[config.mk]
export PLATFORM = sky130hd
export DESIGN_NAME = muldiv_unit
export DESIGN_NICKNAME = d
export VERILOG_FILES = /design/src/rtl/muldiv_unit.sv
export SDC_FILE = /design/constraint.sdc
export NUM_CORES = 2
export LEC_CHECK = 0
export BUFFER_PORTS_ARGS = -buffer_cell sky130_fd_sc_hd__buf_2
export CORE_ASPECT_RATIO = 0.5
export CORE_MARGIN = 10
export CORE_UTILIZATION = 42
export DETAILED_ROUTE_END_ITERATION = 6
export PLACE_DENSITY = 0.62
export SYNTH_ARGS = -nofsm -noshare
export SYNTH_HDL_FRONTEND = slang
export SYNTH_SLANG_ARGS = --single-unit
[constraint.sdc]
create_clock -name clk -period 11.8 [get_ports clk]
set_input_delay 0.59 -clock clk [delete_from_list [all_inputs] [get_ports clk]]
set_output_delay 0.59 -clock clk [all_outputs]
set_load 0.05 [all_outputs]
[src/rtl/muldiv_unit.sv]
// muldiv_unit: RV32M/RV64M execute-stage multiply/divide unit.
//
// Holds one operation at a time. MUL/MULH/MULHSU/MULHU go through a MUL_STAGES-deep
// multiplier. DIV/DIVU/REM/REMU use a restoring radix-2 divider (one quotient bit per
// cycle) followed by a sign-fix cycle. While an op is in EX and its result is not yet
// ready, stall_req freezes IF/ID/EX.
//
// Optional feature: define MULDIV_DIV_EARLY_OUT_EN to let divide-by-zero and signed
// overflow skip the iteration and finish one cycle after accept. Without it, every
// divide has the same data-independent latency.
//
// Ports:
//   clk        rising-edge clock
//   reset      asynchronous active-low reset
//   start_ex   M-extension op present in EX
//   funct3_ex  op select (000 MUL .. 111 REMU)
//   src_a_ex   rs1 operand (forwarded)
//   src_b_ex   rs2 operand (forwarded)
//   rd_ex      destination tag
//   flush      synchronous abort of the op in flight
//   busy       an operation is in flight
//   stall_req  start_ex & ~done
//   done       one-cycle result-valid pulse
//   result     result, held until the next done
//   rd_out     destination tag of result, held like result
module muldiv_unit #(
  parameter int unsigned XLEN       = 32,
  parameter int unsigned MUL_STAGES = 2,
  parameter int unsigned TAG_W      = 5
) (
  input  logic             clk,
  input  logic             reset,
  input  logic             start_ex,
  input  logic [2:0]       funct3_ex,
  input  logic [XLEN-1:0]  src_a_ex,
  input  logic [XLEN-1:0]  src_b_ex,
  input  logic [TAG_W-1:0] rd_ex,
  input  logic             flush,
  output logic             busy,
  output logic             stall_req,
  output logic             done,
  output logic [XLEN-1:0]  result,
  output logic [TAG_W-1:0] rd_out
);

  localparam int unsigned CntW = $clog2(XLEN);

`ifdef MULDIV_DIV_EARLY_OUT_EN
  localparam bit EarlyOut = 1'b1;
`else
  localparam bit EarlyOut = 1'b0;
`endif

  typedef enum logic [2:0] {
    StIdle,
    StMul,
    StDiv,
    StDivFix,
    StDone
  } state_e;

  state_e            state_q, state_d;
  logic [CntW-1:0]   cnt_q, cnt_d;
  logic [1:0]        op_q, op_d;       // funct3[1:0] of the accepted op
  logic [XLEN-1:0]   opa_q, opa_d;
  logic [XLEN-1:0]   opb_q, opb_d;
  logic [TAG_W-1:0]  rd_q, rd_d;
  logic [XLEN-1:0]   rem_q, rem_d;
  logic [XLEN-1:0]   quo_q, quo_d;
  logic [XLEN-1:0]   dvs_q, dvs_d;
  logic [XLEN-1:0]   result_q, result_d;
  logic [TAG_W-1:0]  rd_out_q, rd_out_d;

  // ---------------------------------------------------------------------------
  // Multiplier: operands sign- or zero-extended to 2*XLEN, so the truncated
  // 2*XLEN product is correct for every signedness combination.
  // ---------------------------------------------------------------------------
  logic              mul_a_sgn, mul_b_sgn;
  logic [2*XLEN-1:0] mul_a_ext, mul_b_ext, mul_prod, mul_tap;
  logic [XLEN-1:0]   mul_res;

  always_comb begin
    mul_a_sgn = (op_q == 2'b01) | (op_q == 2'b10);
    mul_b_sgn = (op_q == 2'b01);
    mul_a_ext = {{XLEN{mul_a_sgn & opa_q[XLEN-1]}}, opa_q};
    mul_b_ext = {{XLEN{mul_b_sgn & opb_q[XLEN-1]}}, opb_q};
    mul_prod  = mul_a_ext * mul_b_ext;
  end

  // The result register is the last multiplier stage; MUL_STAGES-1 stages sit before it.
  if (MUL_STAGES > 1) begin : g_mul_pipe
    logic [2*XLEN-1:0] pipe_q [MUL_STAGES-1];

    always_ff @(posedge clk or negedge reset) begin
      if (!reset) begin
        pipe_q <= '{default: '0};
      end else begin
        pipe_q[0] <= mul_prod;
        for (int i = 1; i < int'(MUL_STAGES) - 1; i++) begin
          pipe_q[i] <= pipe_q[i-1];
        end
      end
    end

    assign mul_tap = pipe_q[MUL_STAGES-2];
  end else begin : g_mul_comb
    assign mul_tap = mul_prod;
  end

  assign mul_res = (op_q == 2'b00) ? mul_tap[XLEN-1:0] : mul_tap[2*XLEN-1:XLEN];

  // ---------------------------------------------------------------------------
  // Divider: magnitudes loaded at accept, one restoring step per DIV cycle.
  // ---------------------------------------------------------------------------
  logic            acc_sgn;
  logic [XLEN-1:0] acc_a_mag, acc_b_mag;

  always_comb begin
    acc_sgn   = ~funct3_ex[0];
    acc_a_mag = (acc_sgn & src_a_ex[XLEN-1]) ? -src_a_ex : src_a_ex;
    acc_b_mag = (acc_sgn & src_b_ex[XLEN-1]) ? -src_b_ex : src_b_ex;
  end

  logic [XLEN:0]   div_shift;
  logic            div_qbit;
  logic [XLEN-1:0] div_rem_next, div_quo_next;

  always_comb begin
    // Partial remainder shifted left, bringing in the next dividend bit (quo_q MSB).
    div_shift    = {rem_q, quo_q[XLEN-1]};
    div_qbit     = (div_shift >= {1'b0, dvs_q});
    div_rem_next = div_qbit ? XLEN'(div_shift - {1'b0, dvs_q}) : div_shift[XLEN-1:0];
    div_quo_next = {quo_q[XLEN-2:0], div_qbit};
  end

  logic            div_sgn, div_is_rem, div_q_neg, div_r_neg;
  logic            div_b_zero, div_ovf, div_special;
  logic [XLEN-1:0] div_q_fix, div_r_fix, div_special_res, div_res;

  always_comb begin
    div_sgn     = ~op_q[0];
    div_is_rem  = op_q[1];
    div_q_neg   = div_sgn & (opa_q[XLEN-1] ^ opb_q[XLEN-1]);
    div_r_neg   = div_sgn & opa_q[XLEN-1];
    div_q_fix   = div_q_neg ? -quo_q : quo_q;
    div_r_fix   = div_r_neg ? -rem_q : rem_q;
    div_b_zero  = (opb_q == '0);
    div_ovf     = div_sgn & (opa_q == {1'b1, {(XLEN-1){1'b0}}}) & (opb_q == '1);
    div_special = div_b_zero | div_ovf;
    // Divide by zero: quotient all ones, remainder = dividend.
    // Signed overflow: quotient = dividend (most negative value), remainder = 0.
    if (div_b_zero) begin
      div_special_res = div_is_rem ? opa_q : '1;
    end else begin
      div_special_res = div_is_rem ? '0 : opa_q;
    end
    div_res = div_special ? div_special_res : (div_is_rem ? div_r_fix : div_q_fix);
  end

  // ---------------------------------------------------------------------------
  // Control FSM: next state and register updates.
  // ---------------------------------------------------------------------------
  always_comb begin
    state_d  = state_q;
    cnt_d    = cnt_q;
    op_d     = op_q;
    opa_d    = opa_q;
    opb_d    = opb_q;
    rd_d     = rd_q;
    rem_d    = rem_q;
    quo_d    = quo_q;
    dvs_d    = dvs_q;
    result_d = result_q;
    rd_out_d = rd_out_q;

    if (flush) begin
      // Abort wins over everything; result and rd_out keep their old values.
      state_d = StIdle;
      cnt_d   = '0;
    end else begin
      unique case (state_q)
        StIdle: begin
          if (start_ex) begin
            op_d  = funct3_ex[1:0];
            opa_d = src_a_ex;
            opb_d = src_b_ex;
            rd_d  = rd_ex;
            cnt_d = '0;
            if (funct3_ex[2]) begin
              state_d = StDiv;
              rem_d   = '0;
              quo_d   = acc_a_mag;
              dvs_d   = acc_b_mag;
            end else begin
              state_d = StMul;
            end
          end
        end
        StMul: begin
          if (cnt_q == CntW'(MUL_STAGES - 1)) begin
            state_d  = StDone;
            result_d = mul_res;
            rd_out_d = rd_q;
          end else begin
            cnt_d = cnt_q + CntW'(1);
          end
        end
        StDiv: begin
          if (EarlyOut && div_special) begin
            state_d  = StDone;
            result_d = div_special_res;
            rd_out_d = rd_q;
          end else begin
            rem_d = div_rem_next;
            quo_d = div_quo_next;
            if (cnt_q == CntW'(XLEN - 1)) begin
              state_d = StDivFix;
            end else begin
              cnt_d = cnt_q + CntW'(1);
            end
          end
        end
        StDivFix: begin
          state_d  = StDone;
          result_d = div_res;
          rd_out_d = rd_q;
        end
        StDone: begin
          state_d = StIdle;
        end
        default: begin
          state_d = StIdle;
        end
      endcase
    end
  end

  always_ff @(posedge clk or negedge reset) begin
    if (!reset) begin
      state_q  <= StIdle;
      cnt_q    <= '0;
      op_q     <= '0;
      opa_q    <= '0;
      opb_q    <= '0;
      rd_q     <= '0;
      rem_q    <= '0;
      quo_q    <= '0;
      dvs_q    <= '0;
      result_q <= '0;
      rd_out_q <= '0;
    end else begin
      state_q  <= state_d;
      cnt_q    <= cnt_d;
      op_q     <= op_d;
      opa_q    <= opa_d;
      opb_q    <= opb_d;
      rd_q     <= rd_d;
      rem_q    <= rem_d;
      quo_q    <= quo_d;
      dvs_q    <= dvs_d;
      result_q <= result_d;
      rd_out_q <= rd_out_d;
    end
  end

  always_comb begin
    busy      = (state_q == StMul) | (state_q == StDiv) | (state_q == StDivFix);
    done      = (state_q == StDone);
    stall_req = start_ex & ~done;
    result    = result_q;
    rd_out    = rd_out_q;
  end

endmodule
# --- Word level (Yosys, flattened, before mapping) ---
# Index checks and enable logic that the tools add are counted.
op_classes:
  addsub: 6
  mul: 1
  div: 0
  n_lt_le_gt_ge: 1
  n_eq_ne: 18
  n_shift: 0
  mux: 32
  bitwise: 18
  reduce_logical: 12
op_table:
  columns: ["cell", "n"]
  rows:
  - ["$mux 32", 16]
  - ["$pmux 32 s2", 3]
  - ["$neg 32->32", 4]
  - ["$eq 32x32->1 const B", 2]
  - ["$mul 33x33->64", 1]
  - ["$ge 33x32->1", 1]
  - ["$logic_not 32->1", 1]
  - ["$sub 32x32->32", 1]
  - ["$mux 5", 5]
  - ["$ne 3x3->1 const B", 5]
  - ["$pmux 5 s3", 1]
  - ["$mux 3", 4]
  - ["$pmux 3 s4", 1]
  - ["$reduce_and 4->1", 3]
  - ["$pmux 5 s2", 1]
  - ["$and 1x1->1", 9]
  - ["$reduce_and 3->1", 3]
  - ["$eq 3x2->1 const B", 2]
  - ["$ne 2x2->1 const B", 3]
  - ["$add 5x1->5 const B", 1]
  - ["$eq 5x1->1 const B", 1]
  - ["$eq 5x5->1 const B", 1]
  - ["$not 1->1", 4]
  - ["$or 1x1->1", 4]
  - ["other kinds (10)", 11]
totals:
  regBits: 276
  latchBits: 0
  ram_bits: 0
  mem_bits_ro: 0
  inputBits: 76
  output_inout_bits: 40
  elab_cells: 100
  n_memories: 0

# --- Logic depth before layout (Yosys ltp) ---
depth:
  depth_word: 6
  mapped_depth: 32
  depth_no_buf: 30

# --- Worst setup path before layout ---
# Ideal clock, no wire load.
synth_timing:
  kind: "register to register"
  startpoint: "register op_q[1]"
  endpoint: "register g_mul_pipe.pipe_q[63] in the netlist's numbering"
  setup_time_ns: 0.080
  arrival_time_ns: 8.233
  t_required_ns: 11.720
  setup_slack_ns: 3.487
  stages_incl_launch_ff: 31
  path_buffers: 2
  synth_period_minus_slack_ns: 8.313
  cell_sequence: "dfrtp_1 clkbuf_1 inv_1 ha_1 and2_0 clkbuf_1 nand2_1 inv_1 fa_1 inv_1 fa_1 inv_1 fa_1 fa_1 inv_1 fa_1 fa_1 fa_1 inv_1 fa_1 ha_1 a21o_1 a21oi_1 nor2_1 nor2_1 nor2b_1 o21ai_0 o211ai_2 a221o_1 a21oi_2 xnor2_1"
synth_via:
  elab_chain_cells: 4
  elab_cells_between_ends: 6
  cone_classes: "mul (1); eq/ne (2); bitwise (3)"
synth_lines:
  columns: ["item", "line", "source"]
  rows:
  - ["start, declared", "64", "logic [1:0] op_q, op_d;"]
  - ["start signal, assigned", "254", "op_q <= op_d;"]
  - ["$eq 2x1->1 / $eq 2x2->1 (equally long branches)", "83, 84", null]
  - ["$or 1x1->1", "83", "mul_a_sgn = (op_q == 2'b01) | (op_q == 2'b10);"]
  - ["$and 1x1->1", "85", "mul_a_ext = {{XLEN{mul_a_sgn & opa_q[XLEN-1]}}, opa_q};"]
  - ["$mul 33x33->64 (*)", "87", "mul_prod = mul_a_ext * mul_b_ext;"]
  - ["net mul_prod[63]", "79", "logic [2*XLEN-1:0] mul_a_ext, mul_b_ext, mul_prod, mul_tap;"]
  - ["end signal, assigned by index", "100", "pipe_q[i] <= pipe_q[i-1];"]
  - ["end, declared", "92", "logic [2*XLEN-1:0] pipe_q [MUL_STAGES-1];"]
# The timed path passes the listed nets; every way through them passes the cells marked *.
# A chain may end at the register's enable or synchronous reset.

# --- Final worst setup path ---
# Same ends and word-level chain as after synthesis.

==> flow_metrics.py <==
metrics = {
    "outcome": {
        "status": "finished, final reports clean",
    },
    "cells_and_area": {
        "fillers": 12297,
        "nets": 7301,
        "drive_above_1_share_pct": 6.73,
        "final_common_cell": "inv_1",
        "syn_to_final_growth_pct": 6.07,
        "final_cell_mix": "inv_1, fa_1, nand2_1",
        "post-route-cell-area_um2": 57400,
    },
    "worst_setup_path": {
        "crit_family": "adder cells",
        "cp-end-kind": "register",
        "crit_path_top_delay_cell": "dfrtp_2",
        "crit_required_ns": 12.28,
        "ff2ff_path_depth": 28,
        "cp.arrival_ns": 10.77,
        "crit_top_cell": "fa_1",
        "crit_buf_inv": 6,
        "worstSetupPathDepth": 28,
        "slowest_delay_ns": 1.01,
        "cp_max_fo": 63,
        "startpoint_type": "register",
        "worstSetupPathType": "reg2reg",
    },
    "cts": {
        "ctsResizeCount": 0,
        "cts_max_level": 2,
        "postCtsSetupRepairBufs": 0,
        "worstSkewPairLatency_ns": 0.58,
        "tritoncts": "built",
        "clkTransAtPathRegs_ns": 0.07,
        "cts_root_buffer": "clkbuf_16",
        "cts_buffer_depth": 3,
        "hold_buffers": 0,
        "clkSinkCount": 276,
        "cts_buffers": 36,
    },
    "yosys": {
        "ys_dominant_reg_cell": "dfrtp_1",
        "synth_top_cells_by_area": "fa_1, dfrtp_1, inv_1",
        "syn_avg_cell_area_um2": 9.06,
        "synthArstFlopShare_pct": 100,
        "ys_seq_elements": 276,
        "yosysWarnings": 0,
        "syn_area_um2": 54100,
        "synth_edf_count": 0,
        "synth_cell_type_count": 92,
        "syn_inst": 5972,
        "synth_top_area_share_pct": 41.7,
        "synth_top_area_cell": "fa_1",
        "syn-num-nets": 7428,
        "ys_seq_area_share_pct": 12.8,
    },
    "global_route": {
        "overflow": 0,
        "grt_max_degree": 151,
        "grt_pass1_vias": 42965,
        "grt_use_total_pct": 23.8,
        "grt_pass1_wl_um": 265000,
        "antenna_found_initial": 13,
    },
    "placement": {
        "dp_hpwl_um": 130000,
        "portBuffers": 115,
        "routabilityCongestion": 0.976,
        "place_area_um2": 56100,
    },
    "floorplan": {
        "start_util_pct": 42.6,
        "dieArea_um2": 144000,
        "die_h_um": 274,
        "num_rows": 92,
        "core_area_um2": 127000,
        "ios": 116,
        "dieWidth_um": 527,
    },
    "detailed_routing": {
        "initialDrtViolationCount": 3576,
        "routed_wl_um": 172000,
        "via_count": 41281,
        "first_pass_iters": 6,
        "viasPerCell": 5.46,
        "drc": 0,
        "wire_per_inst_um": 22.7,
        "antenna_left": 0,
    },
    "timing": {
        "tightestPinTransition_ns": 1.38,
        "rsz0062_at_grt": "no",
        "report.final.slew_viol_count": 0,
        "period_minus_slack_ns": 10.30,
        "clock_skew_ns": 0.0371,
        "fmax_mhz": 97.1,
        "setup_tns_ns": 0,
        "fin_crit_sh_pct": 87.3,
        "setup_violations": 0,
        "whs_ns": 0.140,
        "hold_viol": 0,
        "relSlewSlack_pct": 7.93,
    },
    "job": {
        "max_cap_viol_count": 0,
    },
    "hold_path": {
        "hold_class": "in2async",
    },
}
==> cell usage after synthesis, types with 6 or more instances <==
cell,n
a211o_1,9
a21o_1,78
a21oi_1,225
a221oi_1,8
a31oi_1,17
a32oi_1,6
and2_1,318
and3_1,31
clkbuf_1,352
dfrtp_1,276
fa_1,1126
ha_1,254
inv_1,1228
mux2_2,71
mux2i_1,54
nand2_1,949
nand2b_1,13
nand3_1,27
nand4_1,21
nor2_1,166
nor2b_1,18
nor3_1,35
nor4_1,25
o211ai_1,32
o21a_1,8
o21ai_0,173
o21ai_1,31
o21bai_1,13
o31ai_1,16
o41ai_1,8
or2_2,17
or3_1,8
or4_1,6
xnor2_1,149
xor2_1,74
==> final cells by class <==
type,instances,area [µm²],share of cell area (%)
antenna,5,12.5,0.0218
clock buffer,45,1020,1.77
clock inverter,17,245,0.427
inverter,1228,4610,8.03
multi-input combinational,4101,41200,71.8
sequential,276,6910,12.0
tap,1692,2120,3.69
timing repair buffer,202,1250,2.18
==> final timing paths <==
check / slack [ns] / to / from
worst max-delay path: 1.50 / g_mul_pipe.pipe_q[63] / op_q[1]
worst min-delay path: 0.14 / dvs_q[20] / reset
worst max register to register: 1.50 / g_mul_pipe.pipe_q[63] / op_q[1]
worst min register to register: 0.46 / rd_out[4] / rd_q[4]
min in group clk: 0.22 / cnt_q[2] / flush
max in group asynchronous: 10.06 / result[1] / reset
==> logic make-up after synthesis <==
family	share of synthesized area, %
AO/OA/AOI/OAI	8.14
flip-flops	12.8
XOR/XNOR	3.61
AND/OR/NAND/NOR	14.3
multiplexers	2.48
buffers and inverters	11.1
adder cells (fa/ha/maj)	47.6
==> worst reg2reg max path, delay by kind of cell (launching register included) <==
kind	cells	cell delay, ns
AOI/OAI and AO/OA	6	1.26
xor gates and xnor gates	1	0.12
adders and majority gates	10	4.83
buffers and inverters	6	1.51
DFF	1	1.01
and+or+nand+nor	5	1.49
==> sequential cells by signal, summed over array words and instances (netlist names) <==
signal             cells
state_q                3
rd_q                   5
result                32
rd_out                 5
quo_q                 32
cnt_q                  5
opa_q                 32
rem_q                 32
opb_q                 32
op_q                   2
g_mul_pipe.pipe_q     64
dvs_q                 32
==> layer usage <==
layer | GRT usage [%] | vias to the layer above | wire [µm]
li1 | - | 17741 | -
met1 | 32.1 | 21217 | 72200
met2 | 37.0 | 1855 | 74800
met3 | 5.16 | 456 | 16200
met4 | 9.88 | 12 | 8350
met5 | 0 | - | 73
==> through the flow <==
step / setup WS [ns] / cells / util (%)
2_1_floorplan: 3.49 / 5972 / -
3_3_place_gp: 1.50 / 7499 / 44.2
3_5_place_dp: 1.46 / 7499 / 44.2
4_1_cts: 1.45 / 7561 / 45.2
5_1_grt: 0.686 / 7564 / 45.2
6_report: 1.50 / 7566 / 45.2
Power is not shown: default switching activity piles up to over one toggle a cycle in this logic, so the estimate is an artifact.
